File: src/rtl/parking_counter_param.sv
// Purpose: car park occupancy tracker; two raw beam sensors are synchronised, debounced, and decoded
//          for direction, and a saturating count is kept.
// Latency: raw edge to debounced level takes 2+DEBOUNCE_CYCLES cycles. The event pulse is combinational
//          from the FSM, and count/full/empty/ovf/unf update one cycle after the event pulse.
// Backpressure: none; the inputs are free-running levels and the outputs are level/pulse indications.
// Ports: clk, rst (sync, active-high); sensor_a (outer) and sensor_b (inner) are raw asynchronous inputs;
//        count/full/empty give occupancy; entry/exit_pulse are direction events; ovf/unf_pulse are
//        saturation errors.
module parking_counter_param #(
   parameter int DEBOUNCE_CYCLES = 16,
   parameter int CAPACITY        = 7,
   parameter int WIDTH           = 3
) (
   input  logic             clk,
   input  logic             rst,
   input  logic             sensor_a,
   input  logic             sensor_b,
   output logic [WIDTH-1:0] count,
   output logic             full,
   output logic             empty,
   output logic             entry_pulse,
   output logic             exit_pulse,
   output logic             ovf_pulse,
   output logic             unf_pulse
);

   localparam int DBW = (DEBOUNCE_CYCLES > 1) ? $clog2(DEBOUNCE_CYCLES) : 1;
   localparam logic [DBW-1:0]   DB_LAST = DBW'(DEBOUNCE_CYCLES - 1);
   localparam logic [WIDTH-1:0] CAP     = WIDTH'(CAPACITY);

   typedef enum logic [2:0] {
      S_IDLE, S_A1, S_AB_IN, S_B_IN, S_B1, S_AB_OUT, S_A_OUT, S_WAIT_CLR
   } state_t;

   // Bit 1 carries sensor A and bit 0 carries sensor B, so r_deb reads directly as {a,b}.
   logic [1:0]     r_sync1;
   logic [1:0]     r_sync2;
   logic [1:0]     r_deb;
   logic [DBW-1:0] r_db_cnt [2];

   state_t         r_state;
   state_t         w_state_nxt;
   logic           w_entry_evt;
   logic           w_exit_evt;

   logic [WIDTH-1:0] r_count;
   logic [WIDTH-1:0] w_count_nxt;
   logic             r_full;
   logic             r_empty;
   logic             r_ovf;
   logic             r_unf;
   logic             w_ovf_nxt;
   logic             w_unf_nxt;

   // Synchroniser and debouncer for both sensors.
   // The debounce counter tracks consecutive disagreements and is cleared by any cycle of agreement.
   always_ff @(posedge clk) begin
      if (rst) begin
         r_sync1 <= '0;
         r_sync2 <= '0;
         r_deb   <= '0;
         for (int i = 0; i < 2; i++) r_db_cnt[i] <= '0;
      end else begin
         r_sync1 <= {sensor_a, sensor_b};
         r_sync2 <= r_sync1;
         for (int i = 0; i < 2; i++) begin
            if (r_sync2[i] == r_deb[i]) begin
               r_db_cnt[i] <= '0;
            end else if (r_db_cnt[i] == DB_LAST) begin
               // This is the DEBOUNCE_CYCLES-th consecutive disagreement, so the level flips now.
               r_deb[i]    <= ~r_deb[i];
               r_db_cnt[i] <= '0;
            end else begin
               r_db_cnt[i] <= r_db_cnt[i] + 1'b1;
            end
         end
      end
   end

   // Direction FSM state register.
   always_ff @(posedge clk) begin
      if (rst) r_state <= S_IDLE;
      else     r_state <= w_state_nxt;
   end

   // Next-state logic and Mealy event outputs. Events fire only on the return to (0,0),
   // so a held level can never repeat a pulse.
   always_comb begin
      w_state_nxt = r_state;
      w_entry_evt = 1'b0;
      w_exit_evt  = 1'b0;
      case (r_state)
         S_IDLE: begin
            if      (r_deb == 2'b10) w_state_nxt = S_A1;
            else if (r_deb == 2'b01) w_state_nxt = S_B1;
            else if (r_deb == 2'b11) w_state_nxt = S_WAIT_CLR;
         end
         S_A1: begin
            if      (r_deb == 2'b11) w_state_nxt = S_AB_IN;
            else if (r_deb == 2'b00) w_state_nxt = S_IDLE;
            else if (r_deb == 2'b01) w_state_nxt = S_WAIT_CLR;
         end
         S_AB_IN: begin
            if      (r_deb == 2'b01) w_state_nxt = S_B_IN;
            else if (r_deb == 2'b10) w_state_nxt = S_A1;
            else if (r_deb == 2'b00) w_state_nxt = S_WAIT_CLR;
         end
         S_B_IN: begin
            if (r_deb == 2'b00) begin
               w_state_nxt = S_IDLE;
               w_entry_evt = 1'b1;
            end else if (r_deb == 2'b11) begin
               w_state_nxt = S_AB_IN;
            end else if (r_deb == 2'b10) begin
               w_state_nxt = S_WAIT_CLR;
            end
         end
         S_B1: begin
            if      (r_deb == 2'b11) w_state_nxt = S_AB_OUT;
            else if (r_deb == 2'b00) w_state_nxt = S_IDLE;
            else if (r_deb == 2'b10) w_state_nxt = S_WAIT_CLR;
         end
         S_AB_OUT: begin
            if      (r_deb == 2'b10) w_state_nxt = S_A_OUT;
            else if (r_deb == 2'b01) w_state_nxt = S_B1;
            else if (r_deb == 2'b00) w_state_nxt = S_WAIT_CLR;
         end
         S_A_OUT: begin
            if (r_deb == 2'b00) begin
               w_state_nxt = S_IDLE;
               w_exit_evt  = 1'b1;
            end else if (r_deb == 2'b11) begin
               w_state_nxt = S_AB_OUT;
            end else if (r_deb == 2'b01) begin
               w_state_nxt = S_WAIT_CLR;
            end
         end
         S_WAIT_CLR: begin
            if (r_deb == 2'b00) w_state_nxt = S_IDLE;
         end
         default: w_state_nxt = S_IDLE;
      endcase
   end

   // Saturating count. full/empty are registered from the next count so all three always agree.
   always_comb begin
      w_count_nxt = r_count;
      w_ovf_nxt   = 1'b0;
      w_unf_nxt   = 1'b0;
      if (w_entry_evt) begin
         if (r_count == CAP) w_ovf_nxt = 1'b1;
         else                w_count_nxt = r_count + 1'b1;
      end else if (w_exit_evt) begin
         if (r_count == '0) w_unf_nxt = 1'b1;
         else               w_count_nxt = r_count - 1'b1;
      end
   end

   always_ff @(posedge clk) begin
      if (rst) begin
         r_count <= '0;
         r_full  <= 1'b0;
         r_empty <= 1'b1;
         r_ovf   <= 1'b0;
         r_unf   <= 1'b0;
      end else begin
         r_count <= w_count_nxt;
         r_full  <= (w_count_nxt == CAP);
         r_empty <= (w_count_nxt == '0);
         r_ovf   <= w_ovf_nxt;
         r_unf   <= w_unf_nxt;
      end
   end

   assign count       = r_count;
   assign full        = r_full;
   assign empty       = r_empty;
   assign entry_pulse = w_entry_evt & ~rst;
   assign exit_pulse  = w_exit_evt & ~rst;
   assign ovf_pulse   = r_ovf;
   assign unf_pulse   = r_unf;

endmodule

File: config.mk
export PLATFORM = sky130hd
export DESIGN_NAME = parking_counter_param
export DESIGN_NICKNAME = d
export VERILOG_FILES = /design/src/rtl/parking_counter_param.sv
export SDC_FILE = /design/constraint.sdc
export NUM_CORES = 1
export LEC_CHECK = 0
export CELL_PAD_IN_SITES_DETAIL_PLACEMENT = 1
export CELL_PAD_IN_SITES_GLOBAL_PLACEMENT = 1
export CORE_MARGIN = 10
export CORE_UTILIZATION = 40
export CTS_BUF_LIST = sky130_fd_sc_hd__clkbuf_8
export CTS_CLUSTER_DIAMETER = 40
export DETAILED_ROUTE_END_ITERATION = 8
export GPL_TIMING_DRIVEN = 0
export PLACE_DENSITY = 0.8
export SLEW_MARGIN = 20
export SYNTH_ARGS = -nofsm -noshare
export SYNTH_HDL_FRONTEND = slang
export SYNTH_SLANG_ARGS = --single-unit
export TNS_END_PERCENT = 1
File: constraint.sdc
create_clock -name clk -period 2.7 [get_ports clk]
set_input_delay 0.405 -clock clk [delete_from_list [all_inputs] [get_ports clk]]
set_output_delay 0.405 -clock clk [all_outputs]
set_load 0.1 [all_outputs]
==> results of run 1 <==
flip-flops by register name (all words and copies together) (netlist names):
signal	flops
r_db_cnt	8
count	3
r_state	3
r_deb	2
r_sync1	2
r_sync2	2
empty	1
full	1
ovf_pulse	1
unf_pulse	1
cell usage in the layout (no fill, tap or decap), types with 3 or more instances in the layout:
cell type	n
sky130_fd_sc_hd__a211oi_1	3
sky130_fd_sc_hd__a21oi_1	4
sky130_fd_sc_hd__and2_1	3
sky130_fd_sc_hd__buf_2	5
sky130_fd_sc_hd__clkbuf_8	3
sky130_fd_sc_hd__clkdlybuf4s50_1	9
sky130_fd_sc_hd__conb_1	8
sky130_fd_sc_hd__dfxtp_1	16
sky130_fd_sc_hd__edfxtp_1	8
sky130_fd_sc_hd__ha_1	11
sky130_fd_sc_hd__inv_1	13
sky130_fd_sc_hd__nand2b_1	5
sky130_fd_sc_hd__nand3_1	3
sky130_fd_sc_hd__nor2_1	20
sky130_fd_sc_hd__nor2b_1	5
sky130_fd_sc_hd__nor3_1	7
sky130_fd_sc_hd__o221ai_1	3
sky130_fd_sc_hd__xnor2_1	3
sky130_fd_sc_hd__xor2_1	3
how the worst max path moves through the flow:
stage	cells past startpoint	start	endpoint	slack [ns]
floorplan	5	r_deb[0]	entry_pulse	0.02
global placement	6	r_deb[0]	exit_pulse	-0.17
detailed placement	6	r_deb[0]	exit_pulse	-0.25
CTS	6	r_deb[0]	exit_pulse	0.04
global route	6	r_deb[0]	entry_pulse	0.07
finish	6	r_deb[0]	exit_pulse	0.21
metrics by stage:
step                      hold WS [ns]  setup slack (ns)  utilization [%]  TNS [ns]
after floorplan                  0.414            0.0154                -         0
after global placement           0.419            -0.168             47.1    -0.303
after detailed placement         0.451            -0.249             47.1    -0.430
after CTS                        0.464            0.0410             48.5         0
after global routing             0.472            0.0689             48.1         0
final                            0.459             0.206             48.1         0
power breakdown:
| group | total, mW | leakage (nW) | internal (mW) | switching [mW] |
|---|---|---|---|---|
| Clock | 0.207 | 0.0269 | 0.101 | 0.106 |
| Sequential | 0.428 | 0.213 | 0.400 | 0.0283 |
| Combinational | 0.277 | 0.410 | 0.108 | 0.170 |
cell families after synthesis:
group | count (synthesis) | share of synthesized area (%)
AOI/OAI and AO/OA | 26 | 14.7
xor gates and xnor gates | 6 | 3.86
adders and majority gates | 11 | 10.1
buffers and inverters | 19 | 6.15
DFF | 24 | 41.1
muxes | 3 | 2.30
other | 1 | 0.275
and+or+nand+nor | 55 | 21.5
repair_timing:
| item | 4_1_cts | 5_1_grt |
|---|---|---|
| pin swaps | 0 | 0 |
| setup endpoints to repair | 2 | 2 |
| cloned | 0 | 0 |
| resized for setup | 6 | 4 |
final cells by class:
cell class | instances | share of cell area [%]
Multi-Input combinational cell | 109 | 46.9
Sequential cell | 24 | 35.2
Timing Repair Buffer | 11 | 6.28
Tap cell | 46 | 3.61
Inverter | 12 | 2.83
Clock buffer | 3 | 2.59
Buffer | 7 | 2.43
Clock inverter | 1 | 0.235
routing by layer:
metal / share of wire [%] / vias to the layer above / track usage (%) / wire length, um
met2: 50 / 17 / 17.8 / 1440
met3: 3.2 / 2 / 2.85 / 92
li1: - / 552 / - / -
met1: 46 / 522 / 11.2 / 1320
met4: 0.21 / 0 / 1.08 / 6
met5: 0 / - / 0 / 0
==> results by group, run 1 <==
Outcome
  • Run status: completed

Critical path
  • Start-to-end type of the worst setup path: flip-flop to primary output
  • Delay contributed by the slowest stage of the critical path: between 0.4 and 0.5 ns
  • Data arrival time at the worst-slack endpoint: 2.09 ns
  • Capture point of the worst reg-to-reg path: empty
  • Path depth of the worst reg2reg path: 7
  • Count of buffer and inverter cells on the critical path: 3
  • CP max stage cell: sky130_fd_sc_hd__buf_2
  • Worst-path maximum fanout: 8
  • Cell breakdown of the critical path: clkbuf_2, inv_1, ha_1, nand4b_1, nor2_2, buf_2
  • Reg-to-Reg Start: r_deb[0]
  • Critical path startpoint category: flip-flop
  • Worst path required time: 2.30 ns
  • Critical path capture point type: primary output
  • Kind of cell adding the most delay to the critical path: buffers and inverters
  • FF-to-FF setup slack: 0.59 ns

CTS
  • Hold buffer count at CTS: 0
  • Clock tree from TritonCTS: built
  • Clk sink count: 24
  • Number of buffers added by the clock tree synthesis step: 3
  • Maximum buffer depth of the clock tree: 2
  • Number of H-tree levels: 1
  • Buffer cell driving the clock tree root: sky130_fd_sc_hd__clkbuf_8
  • Post-CTS setup buffers: 0
  • Clock latency at the later pin of the worst-skew pair: around 0.26 ns
  • Clock slew seen by the registers of the worst setup and hold paths: 0.08 ns

Logic synthesis
  • Area share of the largest cell type after synthesis: between 20% and 30%
  • Share of flip-flops with an asynchronous set or reset: 0%
  • Leading post-synthesis cells by cell area: sky130_fd_sc_hd__dfxtp_1, sky130_fd_sc_hd__edfxtp_1, sky130_fd_sc_hd__ha_1
  • Cell count after synthesis: around 150
  • Warnings, synthesis: 0
  • Post-synth top flop: sky130_fd_sc_hd__dfxtp_1
  • Cell area after technology mapping: approximately 1400 um^2
  • Leading cell type by number of instances after synthesis: sky130_fd_sc_hd__nor2_1
  • EDFF count, synth: 8
  • Number of flip-flops and latches in the synthesized netlist: 24
  • Yosys cell types: between 40 and 50
  • Mean cell area of the mapped netlist: between 9 and 10 um^2
  • Ranking of synthesized cells by instance count: sky130_fd_sc_hd__nor2_1, sky130_fd_sc_hd__dfxtp_1, sky130_fd_sc_hd__inv_1, sky130_fd_sc_hd__ha_1, sky130_fd_sc_hd__edfxtp_1
  • Seq/Total Area, Yosys: approximately two fifths
  • Synth area leader: sky130_fd_sc_hd__dfxtp_1

Placement
  • Placed inst area: ~1600 um^2
  • Half-perimeter wire length of the detailed placement result: between 2 and 2.5 mm
  • RD Place Congestion: between 0.8 and 0.9
  • Number of cells after detailed placement: 209
  • Count of port buffers added during placement: 11

STA
  • Share of the clock period used by the worst path: roughly 92%
  • Max Clock Skew: around 0.0022 ns
  • Slew at the pin closest to its max-slew limit: 0.975 ns
  • Final Slew Violations: 0
  • Shortest clock period the worst path allows after layout: about 2.5 ns
  • Maximum frequency from static timing analysis: ~400 MHz
  • Setup violations, final: 0
  • Final Hold Violating Endpoints: 0
  • Max transition margin: approximately a third
  • Unrepaired setup endpoints after global routing: false

Min path
  • Hold Path Origin: r_sync1[1]
  • Cell depth of the worst hold path: 1
  • Worst hold endpoint: r_sync2[1]
  • Class of the tightest hold or removal check: flip-flop to flip-flop

Final layout
  • Fill cell count: between 400 and 500
  • Fraction of layout instances using a drive strength above 1: ~8.4%
  • Multi-input gate area: around 750 um^2
  • FF+latch area: 561 um^2
  • Nets: 183
  • Final instance count without filler cells: 213
  • Diodes inserted: 0
  • Growth of design area from synthesis to finish: 17.0%
  • Final instance area: roughly 1600 um^2

Power and ir drop
  • Total design power: 0.913 mW
  • IR Drop Worst-Case VDD: about 0.00026 V
  • Power per cell area: 573 nW/um^2
  • Static power due to leakage: ~0.65 nW

GRT
  • First-pass GRT wire length: a little over 5 mm
  • Leftover overflow at the end of global routing: 0
  • Initial antenna violation count: 0
  • Largest net degree at the start of global routing: 14
  • Global routing usage summed across all routing layers: 9.73%
  • Via count of the first global-routing pass: 1180

Drt
  • Post-detailed-route count of antenna-violating nets: 0
  • First drt pass iteration count: 4
  • Vias after detailed routing: 1093
  • DRC violation count after routing: 0
  • Initial DRC Count: between 50 and 60
  • Via density: between 5 and 6
  • Average routed wire per standard cell: about 13 um
  • Total length of routed wires: 2.86 mm

Floorplan
  • I/O pins: 13
  • CORE AREA: ~3300 um^2
  • Die width: 78.4 um
  • Overall die area: 6140 um^2
  • Height of the chip: roughly 80 um
  • FP Rows: 21
  • Starting utilization of the core area: about 41%

Flow run
  • Total of max-cap violations: 0
Power figures use the tool's default switching activity.
==> inputs of run 2 (changes only) <==
CAP_MARGIN = 20   (was not set)
==> results of run 2 <==
Final layout, timing and power as in run 1 (identical DEF).
==> inputs of run 3 (changes only) <==
CORE_UTILIZATION = 35   (was 40)
PLACE_DENSITY = 0.72   (was 0.8)
==> run 3 against run 2 <==
Against the previous run:
- clock skew is 0.00092 ns lower
- hold slack worse by 0.0065 ns
- register-to-register slack worse by 0.02 ns
==> results by group, run 3 (synthesized netlist as in run 1, its figures left out) <==
Outcome
  • Run status: completed

Final layout
  • Final instance count without filler cells: ~220
  • Register ranked first by flip-flop count: r_db_cnt
  • Max FFs per register: 8
  • Final instance area: approximately 1600 um^2
  • Growth of design area from synthesis to finish: 19.3%
  • Most frequent cells in the layout: sky130_fd_sc_hd__nor2_1, sky130_fd_sc_hd__dfxtp_1, sky130_fd_sc_hd__inv_1
  • Diodes inserted: 0
  • Fraction of layout instances using a drive strength above 1: about 9.0%
  • Nets: 183
  • Most common cell after layout, fill and taps aside: sky130_fd_sc_hd__nor2_1

Placement
  • RD Place Congestion: roughly 0.91
  • Number of cells after detailed placement: between 200 and 250
  • Placed inst area: ~1600 um^2
  • Half-perimeter wire length of the detailed placement result: roughly 2.3 mm
  • Count of port buffers added during placement: 11

STA
  • Max Clock Skew: roughly 0.0013 ns
  • Slew at the pin closest to its max-slew limit: 1.00 ns
  • Maximum frequency from static timing analysis: 401 MHz
  • Setup violations, final: 0
  • Final Hold Violating Endpoints: 0
  • Share of the clock period used by the worst path: between 90 and 100%
  • Max transition margin: 33.0%
  • Shortest clock period the worst path allows after layout: approximately 2.5 ns
  • Final Slew Violations: 0
  • Total Neg Setup Slack: 0 ns
  • Unrepaired setup endpoints after global routing: false

Min path
  • Hold Path Origin: r_sync1[0]
  • Class of the tightest hold or removal check: flip-flop to flip-flop

CTS
  • Maximum buffer depth of the clock tree: 2
  • Clk sink count: 24
  • Clock latency at the later pin of the worst-skew pair: approximately 0.27 ns
  • Number of H-tree levels: 1
  • Buffer cell driving the clock tree root: sky130_fd_sc_hd__clkbuf_8
  • Clock slew seen by the registers of the worst setup and hold paths: about 0.080 ns
  • Post-CTS setup buffers: 0
  • Hold buffer count at CTS: 0
  • Number of buffers added by the clock tree synthesis step: 3
  • Clock tree from TritonCTS: built

Power and ir drop
  • Clock power frac: between 30% and 40%
  • Switching Power: ~0.31 mW
  • Static power due to leakage: approximately 0.66 nW
  • Power per cell area: 626 nW/um^2
  • IR Drop Worst-Case VDD: 0.000261 V
  • Share of power burned in registers: 42.0%
  • Int Power: between 0.7 and 0.8 mW
  • Proportion of power drawn by combinational gates: between 20 and 30%
  • Sw frac: ~30%

Critical path
  • Worst-path maximum fanout: 8
  • Start-to-end type of the worst setup path: flip-flop to primary output
  • FF-to-FF setup slack: 0.57 ns
  • Critical path capture point type: primary output
  • CP endpoint: entry_pulse
  • Reg-to-Reg Start: r_deb[0]
  • Worst path required time: 2.30 ns
  • Critical path startpoint category: flip-flop
  • Launching instance or port of the critical path: r_deb[0]
  • Path depth of the worst reg2reg path: 7
  • Data arrival time at the worst-slack endpoint: around 2.1 ns
  • Capture point of the worst reg-to-reg path: empty

Drt
  • Average routed wire per standard cell: 13.8 um
  • Initial DRC Count: 76
  • DRC violation count after routing: 0
  • Total length of routed wires: about 3.0 mm
  • Via density: between 5 and 6
  • First drt pass iteration count: 4
  • Post-detailed-route count of antenna-violating nets: 0
  • Vias after detailed routing: roughly 1.1k

GRT
  • Via count of the first global-routing pass: 1124
  • First-pass GRT wire length: 5.02 mm
  • Initial antenna violation count: 0
  • Leftover overflow at the end of global routing: 0
  • Global routing usage summed across all routing layers: between 9 and 10%
  • Largest net degree at the start of global routing: 15

Floorplan
  • FP Rows: 22
  • CORE AREA: around 3700 um^2
  • I/O pins: 13
  • Height of the chip: a little over 80 um
  • Starting utilization of the core area: a little under two fifths
  • Die width: approximately 82 um
  • Overall die area: roughly 6800 um^2

Flow run
  • Total of max-cap violations: 0
run 3: changes by cell type in the layout (fill, tap and decap cells not counted), sizes merged:
cell / change
bufinv: +1
inv: -1
clkbuf: +1
buf: -1
run 3: how the worst min path moves through the flow:
stage	cells after the start	end	slack, ns
floorplan	1	r_sync2[0]	0.41
global placement	1	r_sync2[1]	0.42
detailed placement	1	r_sync2[0]	0.43
CTS	1	r_sync2[0]	0.45
global route	1	r_sync2[1]	0.47
finish	1	r_sync2[0]	0.45
run 3: power groups by stage:
stage                     Clock [mW]  Sequential (mW)  Combinational, mW
after CTS                      0.327            0.427              0.275
after floorplan                    0            0.466              0.181
final                          0.314            0.427              0.276
after global placement             0            0.433              0.268
after global routing           0.343            0.432              0.298
after detailed placement           0            0.436              0.274
run 3: cell type report:
type	instances	area [um^2]
Inverter	12	45.0
Buffer	7	38.8
Multi-Input combinational cell	109	747
Sequential cell	24	561
Clock buffer	3	41.3
Tap cell	48	60.1
Clock inverter	1	30.0
Timing Repair Buffer	11	103
Fill cell	433	2090
run 3: worst max-delay path, cell delays in order (launching register included):
cell and delay, ns:
sky130_fd_sc_hd__dfxtp_1 0.35, sky130_fd_sc_hd__clkbuf_2 0.18, sky130_fd_sc_hd__inv_1 0.23, sky130_fd_sc_hd__ha_1 0.28, sky130_fd_sc_hd__nand4b_1 0.20, sky130_fd_sc_hd__nor2_1 0.14, sky130_fd_sc_hd__buf_2 0.44
run 3: layer usage:
metal  vias up  track usage (%)  share of wire, %
li1        551                -                 -
met1       541             10.3                45
met2        20             16.5                48
met3         4             2.70               5.8
met4         0             2.55              0.97
met5         -                0                 0
run 3: what timing repair did:
| item | in CTS | in global routing |
|---|---|---|
| endpoints found under the setup margin | 2 | 2 |
| pin swaps | 0 | 0 |
| gates resized for setup | 6 | 5 |
| endpoints found under the hold margin | 0 | 0 |
run 3: metrics by stage:
stage | utilization, % | total power [mW] | setup WS [ns] | hold slack (ns)
after floorplan | - | 0.646 | 0.0154 | 0.414
after global placement | 42.0 | 0.701 | -0.228 | 0.424
after CTS | 44.0 | 1.03 | 0.0265 | 0.453
final | 43.7 | 1.02 | 0.208 | 0.452
after detailed placement | 42.0 | 0.710 | -0.240 | 0.431
after global routing | 43.7 | 1.07 | 0.0135 | 0.470
